===== config.mk =====
export PLATFORM = sky130hd
export DESIGN_NAME = ps2_scan_decode_flat
export DESIGN_NICKNAME = d
export VERILOG_FILES = /design/src/rtl/ps2_scan_decode_pkg.sv /design/src/rtl/ps2_scan_decode_if.sv /design/src/rtl/ps2_evt_fifo.sv /design/src/rtl/ps2_scan_decode.sv /design/src/flat_wrapper.sv
export SDC_FILE = /design/constraint.sdc
export NUM_CORES = 1
export LEC_CHECK = 0
export BUFFER_PORTS_ARGS = -buffer_cell sky130_fd_sc_hd__buf_4
export CORE_AREA = 2 2 80 82
export DETAILED_ROUTE_END_ITERATION = 16
export DIE_AREA = 0 0 82 84
export GPL_TIMING_DRIVEN = 0
export SETUP_SLACK_MARGIN = 0.05
export SLEW_MARGIN = 20
export SYNTH_ARGS = -nofsm -noshare
export SYNTH_HDL_FRONTEND = slang
export SYNTH_HIERARCHICAL = 1
export SYNTH_SLANG_ARGS = --single-unit

===== constraint.sdc =====
create_clock -name clk -period 3.2 [get_ports clk]
set_input_delay 0.16 -clock clk [delete_from_list [all_inputs] [get_ports clk]]
set_output_delay 0.16 -clock clk [all_outputs]
set_load 0.005 [all_outputs]

===== src/rtl/ps2_scan_decode_pkg.sv =====
// Shared constants and types for the PS/2 scan-code decoder: prefix/control bytes,
// decoder state encoding and the 10-bit key event record.
package ps2_pkg;

    localparam logic [7:0] B_E0 = 8'hE0;
    localparam logic [7:0] B_F0 = 8'hF0;
    localparam logic [7:0] B_E1 = 8'hE1;
    localparam logic [7:0] B_AA = 8'hAA;
    localparam logic [7:0] B_FA = 8'hFA;
    localparam logic [7:0] B_FE = 8'hFE;
    localparam logic [7:0] B_EE = 8'hEE;
    localparam logic [7:0] B_00 = 8'h00;
    localparam logic [7:0] B_FF = 8'hFF;

    // Bytes swallowed after E1 (the remainder of the Pause/Break sequence)
    localparam int         SKIP_W     = 3;
    localparam logic [2:0] PAUSE_SKIP = 3'd7;

    localparam logic [2:0] ST_IDLE    = 3'd0;
    localparam logic [2:0] ST_EXT     = 3'd1;
    localparam logic [2:0] ST_BRK     = 3'd2;
    localparam logic [2:0] ST_EXT_BRK = 3'd3;
    localparam logic [2:0] ST_PAUSE   = 3'd4;

    typedef struct packed {
        logic [7:0] key;
        logic       ext;
        logic       brk;
    } ps2_evt_t;

endpackage


===== src/rtl/ps2_scan_decode_if.sv =====
// Byte-in / event-out bundle of the PS/2 scan-code decoder.
interface ps2_scan_decode_if;
    logic       i_valid;
    logic [7:0] i_data;
    logic       i_rd;
    logic       o_valid;
    logic [7:0] o_key;
    logic       o_ext;
    logic       o_brk;
    logic       o_err;
    logic       o_ovf;

    modport master (
        output i_valid, i_data, i_rd,
        input  o_valid, o_key, o_ext, o_brk, o_err, o_ovf
    );

    modport slave (
        input  i_valid, i_data, i_rd,
        output o_valid, o_key, o_ext, o_brk, o_err, o_ovf
    );
endinterface


===== src/rtl/ps2_evt_fifo.sv =====
// First-word-fall-through event FIFO with sticky overflow; a push into a full FIFO is
// accepted only when a pop happens in the same cycle.
module ps2_evt_fifo
    import ps2_pkg::*;
#(
    parameter int FIFO_DEPTH = 4
) (
    input  logic     clk,
    input  logic     rst_n,
    input  logic     sclr,
    input  logic     push,
    input  ps2_evt_t push_evt,
    input  logic     pop,
    output ps2_evt_t head_evt,
    output logic     empty,
    output logic     ovf
);
    localparam int AW = $clog2(FIFO_DEPTH);
    localparam int CW = AW + 1;

    ps2_evt_t        mem [FIFO_DEPTH];
    logic [AW-1:0]   rd_ptr;
    logic [AW-1:0]   wr_ptr;
    logic [CW-1:0]   count;
    logic            full;
    logic            pop_ok;
    logic            push_ok;

    assign empty   = (count == '0);
    assign full    = (count == CW'(FIFO_DEPTH));
    assign pop_ok  = pop && !empty;
    // Full FIFO still takes a push when the head leaves in the same edge
    assign push_ok = push && (!full || pop_ok);
    assign head_evt = mem[rd_ptr];

    always_ff @(posedge clk) begin
        if (push_ok && !sclr) begin
            mem[wr_ptr] <= push_evt;
        end
    end

    always_ff @(posedge clk or negedge rst_n) begin
        if (!rst_n) begin
            rd_ptr <= '0;
            wr_ptr <= '0;
            count  <= '0;
            ovf    <= 1'b0;
        end else if (sclr) begin
            rd_ptr <= '0;
            wr_ptr <= '0;
            count  <= '0;
            ovf    <= 1'b0;
        end else begin
            if (pop_ok) begin
                rd_ptr <= rd_ptr + AW'(1);
            end
            if (push_ok) begin
                wr_ptr <= wr_ptr + AW'(1);
            end
            if (push_ok && !pop_ok) begin
                count <= count + CW'(1);
            end else if (pop_ok && !push_ok) begin
                count <= count - CW'(1);
            end
            if (push && !push_ok) begin
                ovf <= 1'b1;
            end
        end
    end
endmodule


===== src/rtl/ps2_scan_decode.sv =====
// PS/2 set-2 scan-code decoder: folds E0/F0 prefixes into key events, swallows the
// Pause/Break sequence, flags 00/FF errors and queues events in a small FIFO.
module ps2_scan_decode
    import ps2_pkg::*;
#(
    parameter int FIFO_DEPTH = 4
) (
    input  logic              clk,
    input  logic              i_rst_n,
    input  logic              i_sclr,
    ps2_scan_decode_if.slave  bus
);
    logic [2:0]        st;
    logic [2:0]        nxt_st;
    logic [SKIP_W-1:0] skip;
    logic [SKIP_W-1:0] nxt_skip;
    logic              push;
    ps2_evt_t          push_evt;
    logic              err_d;
    logic              err_p1;
    ps2_evt_t          head_evt;
    logic              fifo_empty;
    logic              fifo_ovf;
    logic              is_ext;
    logic              is_brk;
    logic              is_ack;

    assign is_ext = (st == ST_EXT) || (st == ST_EXT_BRK);
    assign is_brk = (st == ST_BRK) || (st == ST_EXT_BRK);
    assign is_ack = (bus.i_data == B_AA) || (bus.i_data == B_FA) ||
                    (bus.i_data == B_FE) || (bus.i_data == B_EE);

    always_comb begin
        nxt_st   = st;
        nxt_skip = skip;
        push     = 1'b0;
        push_evt = '{key: bus.i_data, ext: is_ext, brk: is_brk};
        err_d    = 1'b0;
        if (bus.i_valid) begin
            if (st == ST_PAUSE) begin
                nxt_skip = skip - SKIP_W'(1);
                if (skip <= SKIP_W'(1)) begin
                    nxt_st   = ST_IDLE;
                    nxt_skip = '0;
                end
            end else if ((bus.i_data == B_00) || (bus.i_data == B_FF)) begin
                err_d  = 1'b1;
                nxt_st = ST_IDLE;
            end else if (bus.i_data == B_E0) begin
                // A stray F0 before E0 is discarded; F0 then E0 after E0 keeps the break
                nxt_st = (st == ST_EXT_BRK) ? ST_EXT_BRK : ST_EXT;
            end else if (bus.i_data == B_F0) begin
                if (st == ST_IDLE) begin
                    nxt_st = ST_BRK;
                end else if (st == ST_EXT) begin
                    nxt_st = ST_EXT_BRK;
                end
            end else if ((bus.i_data == B_E1) && (st == ST_IDLE)) begin
                push     = 1'b1;
                push_evt = '{key: B_E1, ext: 1'b0, brk: 1'b0};
                nxt_skip = PAUSE_SKIP;
                nxt_st   = ST_PAUSE;
            end else if (is_ack && (st == ST_IDLE)) begin
                nxt_st = ST_IDLE;
            end else begin
                push   = 1'b1;
                nxt_st = ST_IDLE;
            end
        end
    end

    always_ff @(posedge clk or negedge i_rst_n) begin
        if (!i_rst_n) begin
            st     <= ST_IDLE;
            skip   <= '0;
            err_p1 <= 1'b0;
        end else if (i_sclr) begin
            st     <= ST_IDLE;
            skip   <= '0;
            err_p1 <= 1'b0;
        end else begin
            st     <= nxt_st;
            skip   <= nxt_skip;
            err_p1 <= err_d;
        end
    end

    ps2_evt_fifo #(
        .FIFO_DEPTH (FIFO_DEPTH)
    ) u_fifo (
        .clk      (clk),
        .rst_n    (i_rst_n),
        .sclr     (i_sclr),
        .push     (push),
        .push_evt (push_evt),
        .pop      (bus.i_rd),
        .head_evt (head_evt),
        .empty    (fifo_empty),
        .ovf      (fifo_ovf)
    );

    assign bus.o_valid = !fifo_empty;
    assign bus.o_key   = head_evt.key;
    assign bus.o_ext   = head_evt.ext;
    assign bus.o_brk   = head_evt.brk;
    assign bus.o_err   = err_p1;
    assign bus.o_ovf   = fifo_ovf;
endmodule

===== src/flat_wrapper.sv =====
// flat-port wrapper written by rule: the top's interface ports become plain ports
module ps2_scan_decode_flat import ps2_pkg::*;
#(
    parameter int FIFO_DEPTH = 4
)
  (clk, i_rst_n, i_sclr, bus_i_valid, bus_i_data, bus_i_rd, bus_o_valid, bus_o_key, bus_o_ext, bus_o_brk, bus_o_err, bus_o_ovf);
  ps2_scan_decode_if bus_i ();
  input  logic clk;
  input  logic i_rst_n;
  input  logic i_sclr;
  input wire logic [$bits(bus_i.i_valid)-1:0] bus_i_valid;
  input wire logic [$bits(bus_i.i_data)-1:0] bus_i_data;
  input wire logic [$bits(bus_i.i_rd)-1:0] bus_i_rd;
  output wire logic [$bits(bus_i.o_valid)-1:0] bus_o_valid;
  output wire logic [$bits(bus_i.o_key)-1:0] bus_o_key;
  output wire logic [$bits(bus_i.o_ext)-1:0] bus_o_ext;
  output wire logic [$bits(bus_i.o_brk)-1:0] bus_o_brk;
  output wire logic [$bits(bus_i.o_err)-1:0] bus_o_err;
  output wire logic [$bits(bus_i.o_ovf)-1:0] bus_o_ovf;
  assign bus_i.i_valid = bus_i_valid;
  assign bus_i.i_data = bus_i_data;
  assign bus_i.i_rd = bus_i_rd;
  assign bus_o_valid = bus_i.o_valid;
  assign bus_o_key = bus_i.o_key;
  assign bus_o_ext = bus_i.o_ext;
  assign bus_o_brk = bus_i.o_brk;
  assign bus_o_err = bus_i.o_err;
  assign bus_o_ovf = bus_i.o_ovf;
  ps2_scan_decode #(.FIFO_DEPTH(FIFO_DEPTH)) u_core (.clk(clk), .i_rst_n(i_rst_n), .i_sclr(i_sclr), .bus(bus_i));
endmodule

==> results of run 1 <==
==> area by class of cell <==
cell class	instances	area share [%]
Multi-Input combinational cell	100	30.40
Clock buffer	5	2.291
Timing Repair Buffer	29	7.580
Clock inverter	3	0.7497
Sequential cell	55	52.48
Tap cell	77	3.207
Buffer	13	2.082
Inverter	9	1.208
==> synthesized netlist by cell type (6+ instances only) <==
cell | n | area [µm²]
a21oi_1 | 9 | 45.04
clkbuf_1 | 8 | 30.03
dfrtp_1 | 15 | 375.4
edfxtp_1 | 40 | 1201
ha_1 | 7 | 87.58
inv_1 | 8 | 30.03
mux4_2 | 10 | 225.2
nand2_1 | 6 | 22.52
nor2_1 | 12 | 45.04
nor3b_1 | 6 | 45.04
==> cells by family (layout without fill, tap and decap cells) <==
group	after synthesis	in the layout	share of synthesized area [%]
and+or+nand+nor	50	50	11.84
muxes	13	13	10.18
buffers and inverters	22	59	3.848
adders and majority gates	8	8	4.189
xor gates and xnor gates	5	5	1.705
AOI/OAI and AO/OA	24	24	6.868
DFF	55	55	61.37
==> worst max-delay path, stage by stage (launching register included) <==
cell and delay (ps):
dfrtp_1 460, or3_1 450, nor4_1 310, nor3b_1 160
nand2b_4 140, inv_4 50, ha_1 220, fa_1 400
xnor2_1 140, or3_1 300, a21oi_1 140
==> report_power, final <==
part | total [mW] | internal [mW] | switching (mW)
clock network | 0.387 | 0.157 | 0.229
registers | 0.853 | 0.815 | 0.0386
logic | 0.460 | 0.259 | 0.202
==> layer usage <==
metal / track usage [%] / up-vias
met5: 0 / -
met4: 3.636 / 0
met3: 2.814 / 4
met2: 24.76 / 33
met1: 21.10 / 764
li1: - / 738
==> final timing paths <==
kind	end	slack, ps	depth (start not counted)
max in group asynchronous	u_core/skip[1]$_DFFE_PN0P_	2780	2
max	u_core/u_fifo/count[2]$_DFFE_PN0P_	360	10
min in group asynchronous	u_core/u_fifo/count[1]$_DFFE_PN0P_	230	2
min	u_core/skip[2]$_DFFE_PN0P_	100	2
min reg2reg	u_core/u_fifo/ovf$_DFFE_PN0P_	520	2
max reg2reg	u_core/u_fifo/count[2]$_DFFE_PN0P_	360	10
==> state kept, by name, summed over array words and instances (netlist names) <==
register / count
u_core/u_fifo/count: 3
u_core/u_fifo/mem: 40
u_core/skip: 3
u_core/u_fifo/wr_ptr: 2
u_core/u_fifo/ovf: 1
u_core/u_fifo/rd_ptr: 2
u_core/bus.o_err: 1
u_core/st: 3
==> repair_timing <==
| action | 4_1_cts | 5_1_grt |
|---|---|---|
| hold endpoints to repair | 15 | 0 |
| buffers inserted | 0 | 0 |
| endpoints found under the setup margin | 0 | 0 |
| hold buffers | 1 | 0 |
==> results.sh, run 1 <==
export IMPL_setup_ws_ps=362.2
export IMPL_drive_gt1_share_pct=30.84
export IMPL_diodes=0
export IMPL_yosys_most_used_dff="edfxtp_1"
export IMPL_drc=0
export IMPL_placed_area_um2=2903
export IMPL_critPathLaunchType="register"
export IMPL_grt_pass1_vias=1575
export IMPL_ys_seq_area_share_pct=61.37
export IMPL_port_buffers=24
export IMPL_syn_num_nets=198
export IMPL_wl_met1_mm=2.186
export IMPL_post_route_period_util_pct=88.68
export IMPL_die_x_um=82
export IMPL_tns_ps=0
export IMPL_nNetsFinal=234
export IMPL_fin_util_pct=49.28
export IMPL_grt_pass1_wl_mm=7.907
export IMPL_arrival_ps=3080
export IMPL_wl_mm=4.745
export IMPL_viasPerCell=5.289
export IMPL_mostFrequentLayoutCells="edfxtp_1 (40), buf_4 (27), dfrtp_1 (15), nor2_1 (12), mux4_2 (10)"
export IMPL_hold_class="in2reg"
export IMPL_worst_setup_path_type="reg2reg"
export IMPL_rsz0062_at_grt="false"
export IMPL_fin_worst_skew_ps=10.71
export IMPL_io_pins=26
export IMPL_met3_length_um=198
export IMPL_numCtsBuffers=5
export IMPL_num_vias=1539
export IMPL_firstDrtPassIters=4
export IMPL_final_area_um2=3004
export IMPL_synth_edff_count=40
export IMPL_synth_seq_cells=55
export IMPL_cts_sinks=55
export IMPL_num_rows=29
export IMPL_pre_cts_ws_ps=269.4
export IMPL_final_common_cell="edfxtp_1"
export IMPL_finalPower_mw=1.700
export IMPL_clk_pin_slew_ps=100
export IMPL_ctsHtreeMaxLevel=2
export IMPL_cts_root_buf="clkbuf_8"
export IMPL_start_util_pct=42.14
export IMPL_top_layer_used="met4"
export IMPL_gp_congestion=0.7723
export IMPL_finalSetupViolCount=0
export IMPL_die_h_um=84
export IMPL_synthCells=177
export IMPL_async_flop_share_pct=27.27
export IMPL_final_max_slew_violation_count=0
export IMPL_route_met2_wl_mm=2.319
export IMPL_worst_slew_pin_slew_ps=646.8
export IMPL_core_area_um2=6096
export IMPL_final_cells=291
export IMPL_p_leak_nw=1.096
export IMPL_areaGrowthSynthToFinish_pct=16.95
export IMPL_die_area_um2=6888
export IMPL_slew_limit_headroom_pct=56.79
export IMPL_syn_avg_cell_area_um2=14.51
export IMPL_status="finished clean"
export IMPL_hold_start="i_sclr"
export IMPL_grt_ovfl_total=0
export IMPL_hpwl_mm=3.464
export IMPL_tritoncts="yes"
export IMPL_hold_viol=0
export IMPL_syn_area_um2=2569
export IMPL_dp_cells=282
export IMPL_grt_max_degree=19
export IMPL_yosysUniqueCellTypes=48
export IMPL_multi_input_area_um2=913.4
export IMPL_fmax_mhz=352.4
export IMPL_wire_per_inst_um=16.31
export IMPL_synth_warnings=6
export IMPL_min_period_ps=2838
export IMPL_r2r_start="u_core/st[1]$_DFFE_PN0P_"
export IMPL_fill_cells=550
export IMPL_clk_insertion_delay_late_ps=310
export IMPL_antenna_found_initial=0
export IMPL_vdd_drop_max_v=0.0002494
export IMPL_crit_fanout=8
export IMPL_worst_hold_slack_ps=101.9
export IMPL_cap_violations=0
export IMPL_post_cts_resized=0
export IMPL_power_density_nw_per_um2=565.9
export IMPL_critPathLaunch="u_core/st[1]$_DFFE_PN0P_"
export IMPL_drt_iter0_markers=56
export IMPL_clockBufferDepth=2
export IMPL_grt_usage_pct=15.24
export IMPL_crit_path_end_kind="register"
export IMPL_required_ps=3440
export IMPL_seqCellArea_um2=1577
export IMPL_antenna_left=0
(Power assumes the default switching activity.)
==> inputs of run 2 (changes only) <==
REMOVE_ABC_BUFFERS = 1   (was unset)
==> run 2 against run 1 <==
Against the previous run: first-iteration DRC count up 34%; clock-buffer cell count increased by 1; final cell count shrank 4.1%; sequential power up 5.2%; critical endpoint unchanged; critical path depth is the same; critical path type unchanged; sequential share of layout area grew 1.2 points; via count fell by 0.58%.
==> results.sh, run 2 (synthesis results as in run 1) <==
export IMPL_status="finished clean"
export IMPL_fill_cells=548
export IMPL_min_period_ps=2906
export IMPL_viasPerCell=5.484
export IMPL_hold_viol=0
export IMPL_final_cells=279
export IMPL_dp_cells=270
export IMPL_nNetsFinal=222
export IMPL_firstDrtPassIters=4
export IMPL_wl_mm=4.723
export IMPL_fmax_mhz=344.1
export IMPL_wire_per_inst_um=16.93
export IMPL_start_util_pct=42.14
export IMPL_mostFrequentLayoutCells="edfxtp_1 (40), buf_4 (29), dfrtp_1 (15), nor2_1 (12), mux4_2 (10)"
export IMPL_multi_input_area_um2=913.4
export IMPL_crit_path_end_kind="register"
export IMPL_placed_area_um2=2840
export IMPL_numCtsBuffers=5
export IMPL_hold_start="bus_i_data[7]"
export IMPL_antenna_found_initial=0
export IMPL_ctsHtreeMaxLevel=2
export IMPL_top_layer_used="met4"
export IMPL_post_route_period_util_pct=90.82
export IMPL_clockBufferDepth=2
export IMPL_path_cells="or3_1 > nor4_1 > nor3b_1 > nand2b_4 > inv_4 > ha_1 > fa_1 > xnor2_1 > or3_1 > a21oi_1"
export IMPL_vdd_drop_max_v=0.0003177
export IMPL_cp_slowest_stage_delay_ps=460
export IMPL_cpLargestDelayFamily="simple AND/OR/NAND/NOR gates"
export IMPL_num_vias=1530
export IMPL_post_cts_resized=0
export IMPL_cts_root_buf="clkbuf_8"
export IMPL_worst_setup_path_type="reg2reg"
export IMPL_antenna_left=0
export IMPL_grt_pass1_vias=1521
export IMPL_worst_slew_pin_slew_ps=757.7
export IMPL_p_leak_nw=1.059
export IMPL_required_ps=3430
export IMPL_hold_class="in2reg"
export IMPL_die_h_um=84
export IMPL_diodes=0
export IMPL_route_met2_wl_mm=2.407
export IMPL_slew_limit_headroom_pct=49.49
export IMPL_clk_pin_slew_ps=100
export IMPL_grt_pass1_wl_mm=7.721
export IMPL_rsz0062_at_grt="false"
export IMPL_r2r_start="u_core/st[1]$_DFFE_PN0P_"
export IMPL_cpMostUsedCell="or3_1"
export IMPL_grt_max_degree=23
export IMPL_die_area_um2=6888
export IMPL_final_common_cell="edfxtp_1"
export IMPL_seqCellArea_um2=1577
export IMPL_drc=0
export IMPL_largest_reg_flops=40
export IMPL_drt_iter0_markers=75
export IMPL_fin_worst_skew_ps=10.40
export IMPL_power_density_nw_per_um2=567.2
export IMPL_finalSetupViolCount=0
export IMPL_io_pins=26
export IMPL_cts_setup_buffers=0
export IMPL_grt_ovfl_total=0
export IMPL_core_area_um2=6096
export IMPL_clk_insertion_delay_late_ps=310
export IMPL_cap_violations=0
export IMPL_gp_congestion=0.8332
export IMPL_cts_sinks=55
export IMPL_cp_slowest_cell="dfrtp_1"
export IMPL_areaGrowthSynthToFinish_pct=14.27
export IMPL_num_rows=29
export IMPL_largest_register="u_core/u_fifo/mem"
export IMPL_die_x_um=82
export IMPL_wl_met1_mm=1.965
export IMPL_critPathLaunch="u_core/st[1]$_DFFE_PN0P_"
export IMPL_tritoncts="yes"
export IMPL_crit_buf_inv=1
export IMPL_port_buffers=25
export IMPL_grt_usage_pct=15.09
export IMPL_critPathLaunchType="register"
export IMPL_final_max_slew_violation_count=0
export IMPL_crit_fanout=8
export IMPL_met3_length_um=238
export IMPL_arrival_ps=3140
export IMPL_final_area_um2=2935
export IMPL_hpwl_mm=3.403
export IMPL_drive_gt1_share_pct=30.69
==> run 2: path summary, 6_finish.rpt <==
kind	to	slack (ps)	cells past startpoint
min reg2reg	u_core/u_fifo/ovf$_DFFE_PN0P_	530	2
min in group asynchronous	u_core/u_fifo/count[2]$_DFFE_PN0P_	230	2
max in group asynchronous	u_core/bus.o_err$_DFF_PN0_	2780	2
max	u_core/u_fifo/count[2]$_DFFE_PN0P_	290	10
min	u_core/u_fifo/mem[2][9]$_DFFE_PP_	90	1
max reg2reg	u_core/u_fifo/count[2]$_DFFE_PN0P_	290	10
==> run 2: repair_timing <==
action | in CTS | in global routing
endpoints found under the hold margin | 15 | 0
hold buffers | 1 | 0
setup endpoints to repair | 0 | 0
==> run 2: cell type report <==
cell class,count,share of cell area [%]
repair buffers,30,7.758
multi-input cells,100,31.12
flip-flops and latches,55,53.71
inverters,9,1.236
well taps,77,3.282
clock buffers,6,2.472
clock inverters,2,0.4263
==> run 2: metal layers <==
metal	vias to the layer above	track usage [%]
met5	-	0
met3	10	3.030
met2	48	24.24
li1	710	-
met4	0	5.455
met1	762	20.09
==> run 2: power breakdown <==
group	internal [mW]	total, mW	leakage [nW]	switching, mW
Clock	0.153	0.364	0.0412	0.211
Combinational	0.245	0.404	0.455	0.159
Sequential	0.814	0.897	0.563	0.0836
==> run 2: through the flow <==
step	TNS [ps]	util (%)	setup WS, ps	hold WS (ps)	power (mW)
final	0	48.15	293.9	89.83	1.665
after global routing	0	48.15	146.4	84.73	1.767
after CTS	0	48.15	299.9	78.73	1.693
after detailed placement	0	46.59	218.5	30.44	1.326
after global placement	-364.1	45.77	-33.74	26.04	1.300
after floorplan	0	-	589.8	-135.6	1.133
==> inputs of run 3 (changes only) <==
--- a/config.mk
+++ b/config.mk
@@ -12,2 +12,3 @@
 export GPL_TIMING_DRIVEN = 0
+export PLACE_DENSITY = 0.65
 export REMOVE_ABC_BUFFERS = 1
==> constraint.sdc (replaced) <==
create_clock -name clk -period 3.2 [get_ports clk]
set_input_delay 0.96 -clock clk [delete_from_list [all_inputs] [get_ports clk]]
set_output_delay 0.96 -clock clk [all_outputs]
set_load 0.005 [all_outputs]
==> run 3 against run 2 <==
Against the previous run: design area increased by 2.6%; clock skew decreased by 5.0 ps; non-clock buffer count increased by 1; critical endpoint unchanged; critical path depth increased by 1; die area unchanged; worst hold slack improved by 410 ps; sequential power about the same; via count decreased by 1.6%; setup slack got worse by 290 ps; first-iteration DRC count increased by 6.7%; highest routed layer unchanged; maximum frequency decreased by 9.0%; flip-flop and latch count unchanged.
==> results.sh, run 3 (synthesis results as in run 1) <==
export IMPL_critPathLaunchType="input pin"
export IMPL_r2r_end="u_core/u_fifo/count[2]$_DFFE_PN0P_"
export IMPL_clockBufferDepth=2
export IMPL_route_met2_wl_mm=2.421
export IMPL_r2r_slack_ps=180
export IMPL_cts_sinks=55
export IMPL_drt_iter0_markers=80
export IMPL_tritoncts="yes"
export IMPL_largest_reg_flops=40
export IMPL_fmax_mhz=313.1
export IMPL_met3_length_um=249
export IMPL_fin_worst_skew_ps=5.417
export IMPL_wl_met1_mm=1.930
export IMPL_grt_pass1_vias=1591
export IMPL_rsz0062_at_grt="true"
export IMPL_worst_r2r_path_depth=10
export IMPL_clock_power_share_pct=24.9
export IMPL_areaGrowthSynthToFinish_pct=17.19
export IMPL_final_max_slew_violation_count=0
export IMPL_finalSetupViolCount=0
export IMPL_wl_mm=4.706
export IMPL_post_route_period_util_pct=99.82
export IMPL_hold_viol=0
export IMPL_mostFrequentLayoutCells="edfxtp_1 (40), buf_4 (31), dfrtp_1 (15), nor2_1 (12), mux4_2 (10)"
export IMPL_clk_pin_slew_ps=90
export IMPL_ctsHtreeMaxLevel=2
export IMPL_p_switching_mw=0.4576
export IMPL_num_rows=29
export IMPL_top_layer_used="met4"
export IMPL_p_comb_share_pct=24.0
export IMPL_pwr_share_seq_pct=51.1
export IMPL_hpwl_mm=3.309
export IMPL_crit_path_end_kind="register"
export IMPL_hold_class="in2async"
export IMPL_firstDrtPassIters=4
export IMPL_drive_gt1_share_pct=34.16
export IMPL_start_util_pct=42.14
export IMPL_cts_root_buf="clkbuf_8"
export IMPL_p_sw_share_pct=26.00
export IMPL_multi_input_area_um2=962.2
export IMPL_worst_slew_pin_slew_ps=772.3
export IMPL_antenna_found_initial=0
export IMPL_vdd_drop_max_v=0.0003746
export IMPL_arrival_ps=3430
export IMPL_slew_limit_headroom_pct=48.51
export IMPL_cap_violations=0
export IMPL_grt_usage_pct=15.27
export IMPL_power_density_nw_per_um2=584.6
export IMPL_min_period_ps=3194
export IMPL_gp_congestion=0.8195
export IMPL_num_vias=1506
export IMPL_p_leak_nw=1.085
export IMPL_fill_cells=522
export IMPL_grt_max_degree=23
export IMPL_final_common_cell="edfxtp_1"
export IMPL_nNetsFinal=223
export IMPL_tns_ps=0
export IMPL_intPower_mw=1.302
export IMPL_clk_insertion_delay_late_ps=300
export IMPL_wire_per_inst_um=16.87
export IMPL_cts_hold_buf=0
export IMPL_grt_pass1_wl_mm=7.914
export IMPL_drc=0
export IMPL_grt_ovfl_total=0
export IMPL_die_h_um=84
export IMPL_port_buffers=25
export IMPL_largest_register="u_core/u_fifo/mem"
export IMPL_seqCellArea_um2=1577
export IMPL_r2r_start="u_core/st[1]$_DFFE_PN0P_"
export IMPL_crit_fanout=8
export IMPL_io_pins=26
export IMPL_core_area_um2=6096
export IMPL_antenna_left=0
export IMPL_worst_setup_path_type="in2reg"
export IMPL_status="finished clean"
export IMPL_die_x_um=82
export IMPL_die_area_um2=6888
export IMPL_diodes=0
export IMPL_required_ps=3440
export IMPL_viasPerCell=5.398
export IMPL_numCtsBuffers=5
export IMPL_worst_hold_slack_ps=500.1
==> run 3: per-stage QoR <==
step	utilization [%]	setup WS (ps)	instance area [µm²]	power (mW)	instances
floorplan	-	-210.2	2506	1.133	164
global placement	45.77	-740.4	2790	1.304	266
detailed placement	46.59	-549.7	2840	1.326	270
CTS	49.24	57.82	3002	1.779	279
global route	49.38	-83.95	3010	1.855	279
finish	49.38	5.761	3010	1.760	279
==> run 3: how the worst max path moves through the flow <==
stage	startpoint	endpoint	cells after the start
2_1_floorplan	bus_i_data[0]	u_core/u_fifo/count[2]$_DFFE_PN0P_	10
3_3_place_gp	bus_i_data[6]	u_core/u_fifo/mem[0][2]$_DFFE_PP_	7
3_5_place_dp	bus_i_data[0]	u_core/u_fifo/count[2]$_DFFE_PN0P_	11
4_1_cts	bus_i_data[3]	u_core/u_fifo/count[2]$_DFFE_PN0P_	11
5_1_grt	bus_i_data[3]	u_core/u_fifo/count[2]$_DFFE_PN0P_	11
6_report	bus_i_data[3]	u_core/u_fifo/count[2]$_DFFE_PN0P_	11
==> run 3: final cells by class <==
type / instances / area share (%)
Sequential cell: 55 / 52.37
Multi-Input combinational cell: 100 / 31.96
Timing Repair Buffer: 31 / 7.731
Tap cell: 77 / 3.200
Clock buffer: 5 / 2.286
Clock inverter: 2 / 1.247
Inverter: 9 / 1.205
==> run 3: routing by layer <==
metal | GRT usage [%] | vias up
met5 | 0 | -
met4 | 5.303 | 0
met3 | 2.381 | 9
met2 | 26.24 | 42
met1 | 19.23 | 750
li1 | - | 705
==> run 3: worst max-delay path, stage by stage <==
cell and delay [ps]:
buf_4 140, or4_4 560, o32a_4 340, nor3b_4 170
nand2b_4 120, inv_4 50, ha_4 160, fa_2 330
xnor2_1 140, or3_1 340, a21oi_2 120
==> run 3: repair_timing <==
item                       4_1_cts  5_1_grt
buffers inserted                 2        0
setup endpoints to repair        2        1
resized for setup                7        2
pin swaps                        3        0
==> run 3: power groups by stage <==
stage | Clock (mW) | Sequential [mW] | Combinational (mW)
after floorplan | 0 | 0.890 | 0.243
final | 0.438 | 0.899 | 0.423
after global placement | 0 | 0.914 | 0.389
after CTS | 0.450 | 0.904 | 0.426
after detailed placement | 0 | 0.920 | 0.406
after global routing | 0.475 | 0.911 | 0.469
